<file path="src/rtl/washing_machine_ctrl_multi.sv">
// Washing machine sequencer: fill/wash/drain with N rinse passes, spin, fill timeout, abort and door faults.
// Optional pause (WASHER_PAUSE_EN): holds timed/fill states, drops motor and fill valve.
module washing_machine_ctrl_multi #(
  parameter int WASH_CYCLES  = 16,
  parameter int RINSE_CYCLES = 8,
  parameter int SPIN_CYCLES  = 8,
  parameter int RINSE_COUNT  = 2,
  parameter int FILL_TIMEOUT = 32
) (
  input  logic       clk,
  input  logic       reset,
  input  logic       door_close,
  input  logic       start,
  input  logic       filled,
  input  logic       detergent_added,
  input  logic       drained,
  input  logic       abort,
  input  logic       pause,
  output logic       door_lock,
  output logic       motor_on,
  output logic       fill_value_on,
  output logic       drain_value_on,
  output logic       soap_wash,
  output logic       water_wash,
  output logic       done,
  output logic       error,
  output logic [3:0] state,
  output logic [3:0] rinse_left
);

  localparam int MAX_WR  = (WASH_CYCLES > RINSE_CYCLES) ? WASH_CYCLES : RINSE_CYCLES;
  localparam int MAX_SF  = (SPIN_CYCLES > FILL_TIMEOUT) ? SPIN_CYCLES : FILL_TIMEOUT;
  localparam int MAX_ALL = (MAX_WR > MAX_SF) ? MAX_WR : MAX_SF;
  localparam int TW      = $clog2(MAX_ALL + 1);

  typedef enum logic [3:0] {
    S_IDLE        = 4'd0,
    S_FILL_SOAP   = 4'd1,
    S_WASH_SOAP   = 4'd2,
    S_DRAIN_SOAP  = 4'd3,
    S_FILL_RINSE  = 4'd4,
    S_WASH_RINSE  = 4'd5,
    S_DRAIN_RINSE = 4'd6,
    S_SPIN        = 4'd7,
    S_DONE        = 4'd8,
    S_FAULT       = 4'd9
  } state_e;

  typedef struct packed {
    logic lock;
    logic motor;
    logic fill;
    logic drain;
    logic soap;
    logic water;
    logic done;
    logic err;
  } act_t;

  state_e        state_q, state_d;
  logic [TW-1:0] timer_q, timer_d;
  logic [3:0]    rinse_q, rinse_d;
  act_t          act_q, act_d;
  logic          fault_req;
  logic          hold;
  logic          tmr_zero;
  logic [3:0]    rinse_dec;

  assign fault_req = abort || !door_close;
  assign tmr_zero  = (timer_q == '0);
  assign rinse_dec = (rinse_q == 4'd0) ? 4'd0 : rinse_q - 4'd1;

`ifdef WASHER_PAUSE_EN
  assign hold = pause && !fault_req &&
                (state_q inside {S_FILL_SOAP, S_WASH_SOAP, S_FILL_RINSE, S_WASH_RINSE, S_SPIN});
`else
  logic unused_pause;
  assign unused_pause = pause;
  assign hold         = 1'b0;
`endif

  always_comb begin
    state_d = state_q;
    timer_d = timer_q;
    rinse_d = rinse_q;
    case (state_q)
      S_IDLE: begin
        if (start && door_close) begin
          state_d = S_FILL_SOAP;
          rinse_d = 4'(RINSE_COUNT);
          timer_d = TW'(FILL_TIMEOUT - 1);
        end
      end
      S_DONE:  if (!start) state_d = S_IDLE;
      S_FAULT: if (drained && !start) state_d = S_IDLE;
      S_FILL_SOAP, S_WASH_SOAP, S_DRAIN_SOAP, S_FILL_RINSE,
      S_WASH_RINSE, S_DRAIN_RINSE, S_SPIN: begin
        if (fault_req) begin
          state_d = S_FAULT;
        end else if (!hold) begin
          case (state_q)
            S_FILL_SOAP: begin
              if (filled && detergent_added) begin
                state_d = S_WASH_SOAP;
                timer_d = TW'(WASH_CYCLES - 1);
              end else if (tmr_zero) state_d = S_FAULT;
              else timer_d = timer_q - TW'(1);
            end
            S_WASH_SOAP: begin
              if (tmr_zero) state_d = S_DRAIN_SOAP;
              else timer_d = timer_q - TW'(1);
            end
            S_DRAIN_SOAP: begin
              if (drained) begin
                if (rinse_q != 4'd0) begin
                  state_d = S_FILL_RINSE;
                  timer_d = TW'(FILL_TIMEOUT - 1);
                end else begin
                  state_d = S_SPIN;
                  timer_d = TW'(SPIN_CYCLES - 1);
                end
              end
            end
            S_FILL_RINSE: begin
              if (filled) begin
                state_d = S_WASH_RINSE;
                timer_d = TW'(RINSE_CYCLES - 1);
              end else if (tmr_zero) state_d = S_FAULT;
              else timer_d = timer_q - TW'(1);
            end
            S_WASH_RINSE: begin
              if (tmr_zero) state_d = S_DRAIN_RINSE;
              else timer_d = timer_q - TW'(1);
            end
            S_DRAIN_RINSE: begin
              if (drained) begin
                rinse_d = rinse_dec;
                if (rinse_dec != 4'd0) begin
                  state_d = S_FILL_RINSE;
                  timer_d = TW'(FILL_TIMEOUT - 1);
                end else begin
                  state_d = S_SPIN;
                  timer_d = TW'(SPIN_CYCLES - 1);
                end
              end
            end
            S_SPIN: begin
              if (tmr_zero) state_d = S_DONE;
              else timer_d = timer_q - TW'(1);
            end
            default: ;
          endcase
        end
      end
      default: state_d = S_FAULT;
    endcase
  end

  // Outputs are decoded from the next state so the registered copy matches the state register.
  always_comb begin
    act_d = '0;
    case (state_d)
      S_FILL_SOAP, S_FILL_RINSE: begin
        act_d.lock = 1'b1;
        act_d.fill = !hold;
      end
      S_WASH_SOAP: begin
        act_d.lock  = 1'b1;
        act_d.motor = !hold;
        act_d.soap  = 1'b1;
      end
      S_WASH_RINSE: begin
        act_d.lock  = 1'b1;
        act_d.motor = !hold;
        act_d.water = 1'b1;
      end
      S_DRAIN_SOAP, S_DRAIN_RINSE: begin
        act_d.lock  = 1'b1;
        act_d.drain = 1'b1;
      end
      S_SPIN: begin
        act_d.lock  = 1'b1;
        act_d.motor = !hold;
        act_d.drain = 1'b1;
      end
      S_DONE:  act_d.done = 1'b1;
      S_FAULT: begin
        act_d.err   = 1'b1;
        act_d.lock  = !drained;
        act_d.drain = !drained;
      end
      default: ;
    endcase
  end

  always_ff @(posedge clk or negedge reset) begin
    if (!reset) begin
      state_q <= S_IDLE;
      timer_q <= '0;
      rinse_q <= '0;
      act_q   <= '0;
    end else begin
      state_q <= state_d;
      timer_q <= timer_d;
      rinse_q <= rinse_d;
      act_q   <= act_d;
    end
  end

  assign door_lock      = act_q.lock;
  assign motor_on       = act_q.motor;
  assign fill_value_on  = act_q.fill;
  assign drain_value_on = act_q.drain;
  assign soap_wash      = act_q.soap;
  assign water_wash     = act_q.water;
  assign done           = act_q.done;
  assign error          = act_q.err;
  assign state          = state_q;
  assign rinse_left     = rinse_q;

endmodule

</file>
<file path="config.mk">
export PLATFORM = sky130hd
export DESIGN_NAME = washing_machine_ctrl_multi
export DESIGN_NICKNAME = d
export VERILOG_FILES = /design/src/rtl/washing_machine_ctrl_multi.sv
export SDC_FILE = /design/constraint.sdc
export NUM_CORES = 1
export LEC_CHECK = 0
export ABC_AREA = 1
export BUFFER_PORTS_ARGS = -buffer_cell sky130_fd_sc_hd__buf_2
export CORE_MARGIN = 5
export CORE_UTILIZATION = 30
export DETAILED_ROUTE_END_ITERATION = 10
export GPL_TIMING_DRIVEN = 1
export PLACE_DENSITY_LB_ADDON = 0.08
export SLEW_MARGIN = 25
export SYNTH_ARGS = -nofsm -noshare
export SYNTH_HDL_FRONTEND = slang
export SYNTH_SLANG_ARGS = --single-unit
</file>
<file path="constraint.sdc">
create_clock -name clk -period 2.95 [get_ports clk]
set_clock_uncertainty 0.1 [all_clocks]
set_input_delay 0.1475 -clock clk [delete_from_list [all_inputs] [get_ports clk]]
set_output_delay 0.1475 -clock clk [all_outputs]
set_load 0.005 [all_outputs]
</file>
After elaboration in Yosys (flattened, before gate mapping)
Cells that the tools add are included.
{"block": "op_classes", "add_sub_neg": 2, "n_reduce_logical": 21, "eq_ne": 25, "muxes": 41}
{"operator": "4-bit 2-to-1 mux", "n": 17}
{"operator": "6-bit 2-to-1 mux", "n": 7}
{"operator": "4-bit by 3-bit == test with 1-bit output (second input constant)", "n": 8}
{"operator": "6-bit case mux with 5 select lines", "n": 1}
{"operator": "4-bit case mux with 7 select lines", "n": 1}
{"operator": "4-bit by 2-bit == test with 1-bit output (second input constant)", "n": 4}
{"operator": "4-bit == test (second input constant)", "n": 4}
{"operator": "4-bit case mux with 4 select lines", "n": 1}
{"operator": "7-bit OR reduction", "n": 2}
{"operator": "6-bit case mux with 2 select lines", "n": 1}
{"operator": "5-bit 2-to-1 mux", "n": 2}
{"operator": "3-bit OR reduction", "n": 3}
{"operator": "4-bit by 1-bit == test with 1-bit output (second input constant)", "n": 2}
{"operator": "4-bit logical NOT", "n": 2}
{"operator": "2-bit != test (second input constant)", "n": 4}
{"operator": "4-bit case mux with 2 select lines", "n": 1}
{"operator": "4-bit nonzero test", "n": 2}
{"operator": "6-bit logical NOT", "n": 1}
{"operator": "1-bit 2-to-1 mux", "n": 6}
{"operator": "3-bit != test (second input constant)", "n": 2}
{"operator": "6-bit != test (second input constant)", "n": 1}
{"operator": "6-bit AND reduction", "n": 1}
{"operator": "6-bit by 1-bit subtractor with 6-bit output (second input constant)", "n": 1}
{"operator": "5-bit AND reduction", "n": 1}
{"operator": "8 further kinds", "n": 14}
{"block": "totals", "wordCells": 100, "input_bits": 9, "regBits": 22}

Longest topological paths before layout
{"block": "logic_depth", "word_depth": 11, "ltp_mapped": 13, "ltp_nobuf": 12}

Worst setup path after synthesis
OpenSTA, ideal clock, no wires.
{"block": "synth_timing", "path_kind": "register to register", "start": "register timer_q[0]", "end": "register act_q, in the netlist door_lock", "path_stages_with_launch": 12, "n_path_buf": 1, "setup_time_ps": 127, "required_ps": 2723, "arrival_ps": 1480, "synth_period_minus_slack_ps": 1706, "path_slack_ps": 1244, "path_cell_list": "dfrtp_1 -> inv_1 -> ha_1 -> nand3_1 -> buf_2 -> o21ai_0 -> nor2_1 -> nand3_1 -> nand2_1 -> nand3_1 -> nand2_1 -> nand3_1"}
{"element": "start, declared", "line": "61", "source": "logic [TW-1:0] timer_q, timer_d;"}
{"element": "start signal, assigned", "line": "204", "source": "timer_q <= timer_d;"}
{"element": "end signal, assigned", "line": "206", "source": "act_q <= act_d;"}
{"element": "end, declared", "line": "63", "source": "act_t act_q, act_d;"}

==> flow_metrics.env <==
export IMPL_drv_slew=0
export IMPL_finalSetupViolCount=0
export IMPL_yosysWarnings=0
export IMPL_reg2reg_from="timer_q[0]$_DFFE_PN0P_"
export IMPL_final_nets=245
export IMPL_grt_setup_unrepaired="false"
export IMPL_die_area_um2=6120
export IMPL_n_antenna_cell=0
export IMPL_drive_gt1_frac=0.188
export IMPL_grt_pass1_wl_um=6540
export IMPL_cts_tree="built"
export IMPL_gp_congestion=0.840
export IMPL_crit_start="timer_q[0]$_DFFE_PN0P_"
export IMPL_grt_usage=0.132
export IMPL_wl_um=3560
export IMPL_cts_buffers=3
export IMPL_num_rows=24
export IMPL_numClockSinks=22
export IMPL_fin_util=0.371
export IMPL_power_density_nw_per_um2=704
export IMPL_slew_headroom=0.654
export IMPL_path_class="reg -> reg"
export IMPL_antenna_found_initial=0
export IMPL_p_switching_mw=0.460
export IMPL_combPwrFrac=0.404
export IMPL_crit_fanout=12
export IMPL_die_h_um=78.3
export IMPL_synth_cell_types=25
export IMPL_root_buffer="clkbuf_8"
export IMPL_ant_nets=0
export IMPL_port_buffers=23
export IMPL_status="completed"
export IMPL_fin_setup_tns_ns=0
export IMPL_fmax_mhz=482
export IMPL_htreeDepth=1
export IMPL_min_from="abort"
export IMPL_grt_max_degree=23
export IMPL_crit_path_start_kind="flip-flop"
export IMPL_leakagePower_nw=0.926
export IMPL_wl_per_cell_um=12.4
export IMPL_clk_latency_ns=0.26
export IMPL_synth_seq_cells=22
export IMPL_netlist_instances=208
export IMPL_grt_ovfl_total=0
export IMPL_area_growth_pct=18.0
export IMPL_finalCritPeriodShare=0.703
export IMPL_holdBufCountCts=1
export IMPL_dp_hpwl_um=2890
export IMPL_tightest_slew_ns=0.518
export IMPL_synth_nets=218
export IMPL_peakVddDrop_mv=0.326
export IMPL_postCtsSetupRepairBufs=0
export IMPL_start_util=0.314
export IMPL_firstDrtPassIters=4
export IMPL_avgSynthCellArea_um2=6.72
export IMPL_pwr_share_seq=0.356
export IMPL_die_w_um=78.3
export IMPL_drc=0
export IMPL_clockPowerShare=0.240
export IMPL_worstPathRequired_ns=2.99
export IMPL_syn_area_um2=1400
export IMPL_final_hold_violation_count=0
export IMPL_cts_path_max_buffers=2
export IMPL_coreArea_um2=4440
export IMPL_grt_pass1_vias=1385
export IMPL_post_cts_resized=0
export IMPL_clk_pin_slew_ns=0.08
export IMPL_first_iter_violations=26
export IMPL_period_needed_ns=2.07
export IMPL_vias=1361
export IMPL_hold_path_class="in -> reg"
export IMPL_internal_power_mw=0.702
export IMPL_swShare=0.396
export IMPL_yosysSeqAreaShare=0.394
export IMPL_ioPinCount=25
export IMPL_cp_arrival_ns=2.12
export IMPL_post_drt_via_cell_ratio=4.76
export IMPL_maxCapViolations=0
export IMPL_crit_path_end_kind="flip-flop"
layer usage:
| layer | global-route usage | vias to the layer above | part of all wire |
|---|---|---|---|
| met5 | 0 | - | 0 |
| met4 | 0.0157 | 0 | 0.0042 |
| met3 | 0.0263 | 2 | 0.031 |
| met2 | 0.238 | 20 | 0.49 |
| met1 | 0.168 | 619 | 0.47 |
| li1 | - | 720 | - |
path summary, 6_finish.rpt:
path | to | depth (start not counted) | slack [ns]
max in group asynchronous | state[2]$_DFF_PN0_ | 2 | 2.11
min in group asynchronous | timer_q[3]$_DFFE_PN0P_ | 2 | 0.29
max | door_lock$_DFF_PN0_ | 11 | 0.88
min reg2reg | rinse_left[0]$_DFFE_PN0P_ | 1 | 0.44
min | state[3]$_DFF_PN0_ | 5 | 0.20
max reg2reg | door_lock$_DFF_PN0_ | 11 | 0.88
placed cells by master (no fill, tap or decap), types with 2 or more instances in the layout:
cell	instances
nand2_1	52
nor2_1	29
inv_1	28
buf_2	23
dfrtp_1	22
nand3_1	21
o21ai_0	13
a21oi_1	8
inv_2	6
o21ai_1	4
nand2_2	3
nor2_2	3
clkbuf_8	3
o211ai_1	2
o21ai_2	2
nand4_1	2
nor3_1	2
power by group through the flow:
stage	clock network, mW	registers [mW]	logic, mW
6_report	0.279	0.413	0.469
5_1_grt	0.307	0.424	0.551
4_1_cts	0.293	0.414	0.479
3_5_place_dp	0	0.419	0.478
3_3_place_gp	0	0.421	0.477
2_1_floorplan	0	0.416	0.326
registers in the layout, summed over array words and instances (netlist names):
| name | flops |
|---|---|
| motor_on | 1 |
| timer_q | 6 |
| water_wash | 1 |
| drain_value_on | 1 |
| rinse_left | 4 |
| error | 1 |
| soap_wash | 1 |
| door_lock | 1 |
| done | 1 |
| fill_value_on | 1 |
| state | 4 |
Yosys cell counts (all sizes together):
cell / n / area share
ha: 1 / 0.0090
nor3: 2 / 0.0072
o21ai: 19 / 0.073
nand2: 56 / 0.16
a21oi: 9 / 0.035
o211ai: 2 / 0.011
dfrtp: 22 / 0.39
a22oi: 1 / 0.0054
a21boi: 1 / 0.0054
a31o: 1 / 0.0063
nand4: 2 / 0.0090
buf: 2 / 0.0072
a31oi: 1 / 0.0045
inv: 34 / 0.091
xor2: 1 / 0.0063
nand3: 21 / 0.075
nor2: 33 / 0.099
cells by family (layout without fill, tap and decap cells):
family          Yosys count  in the layout  share of synthesized area
buf+inv                  36             62                     0.0985
xor+xnor                  1              1                    0.00627
flops                    22             22                      0.394
fa+ha+maj                 1              1                    0.00895
simple gates            114            114                      0.352
compound gates           34             34                      0.141
worst max-delay path: stages (launching register included):
cell and delay, ns:
dfrtp_1 0.40, inv_1 0.08, ha_1 0.19, nand3_1 0.36, nand3_1 0.18, nand2_1 0.06
inv_1 0.05, nand3_1 0.07, nand2_1 0.18, nand3_1 0.14, nand2_1 0.08, nand3_1 0.07
area by class of cell:
class | instances | area, µm²
clock buffers | 3 | 41.3
clock inverters | 1 | 30.0
fillers | 507 | 2800
inverters | 34 | 128
multi-input cells | 150 | 709
flip-flops and latches | 22 | 551
well taps | 52 | 65.1
repair buffers | 24 | 125
metrics by stage:
step | setup WS [ns] | power (mW) | std cells | hold slack, ns | instance area [µm²]
4_1_cts | 0.844 | 1.19 | 286 | 0.203 | 1650
3_5_place_dp | 0.858 | 0.897 | 281 | 0.0566 | 1570
3_3_place_gp | 0.893 | 0.899 | 281 | 0.0506 | 1570
5_1_grt | 0.560 | 1.28 | 286 | 0.233 | 1650
2_1_floorplan | 1.24 | 0.742 | 208 | -0.248 | 1400
6_report | 0.876 | 1.16 | 286 | 0.199 | 1650
No activity file was read; power rests on OpenSTA's default activity.
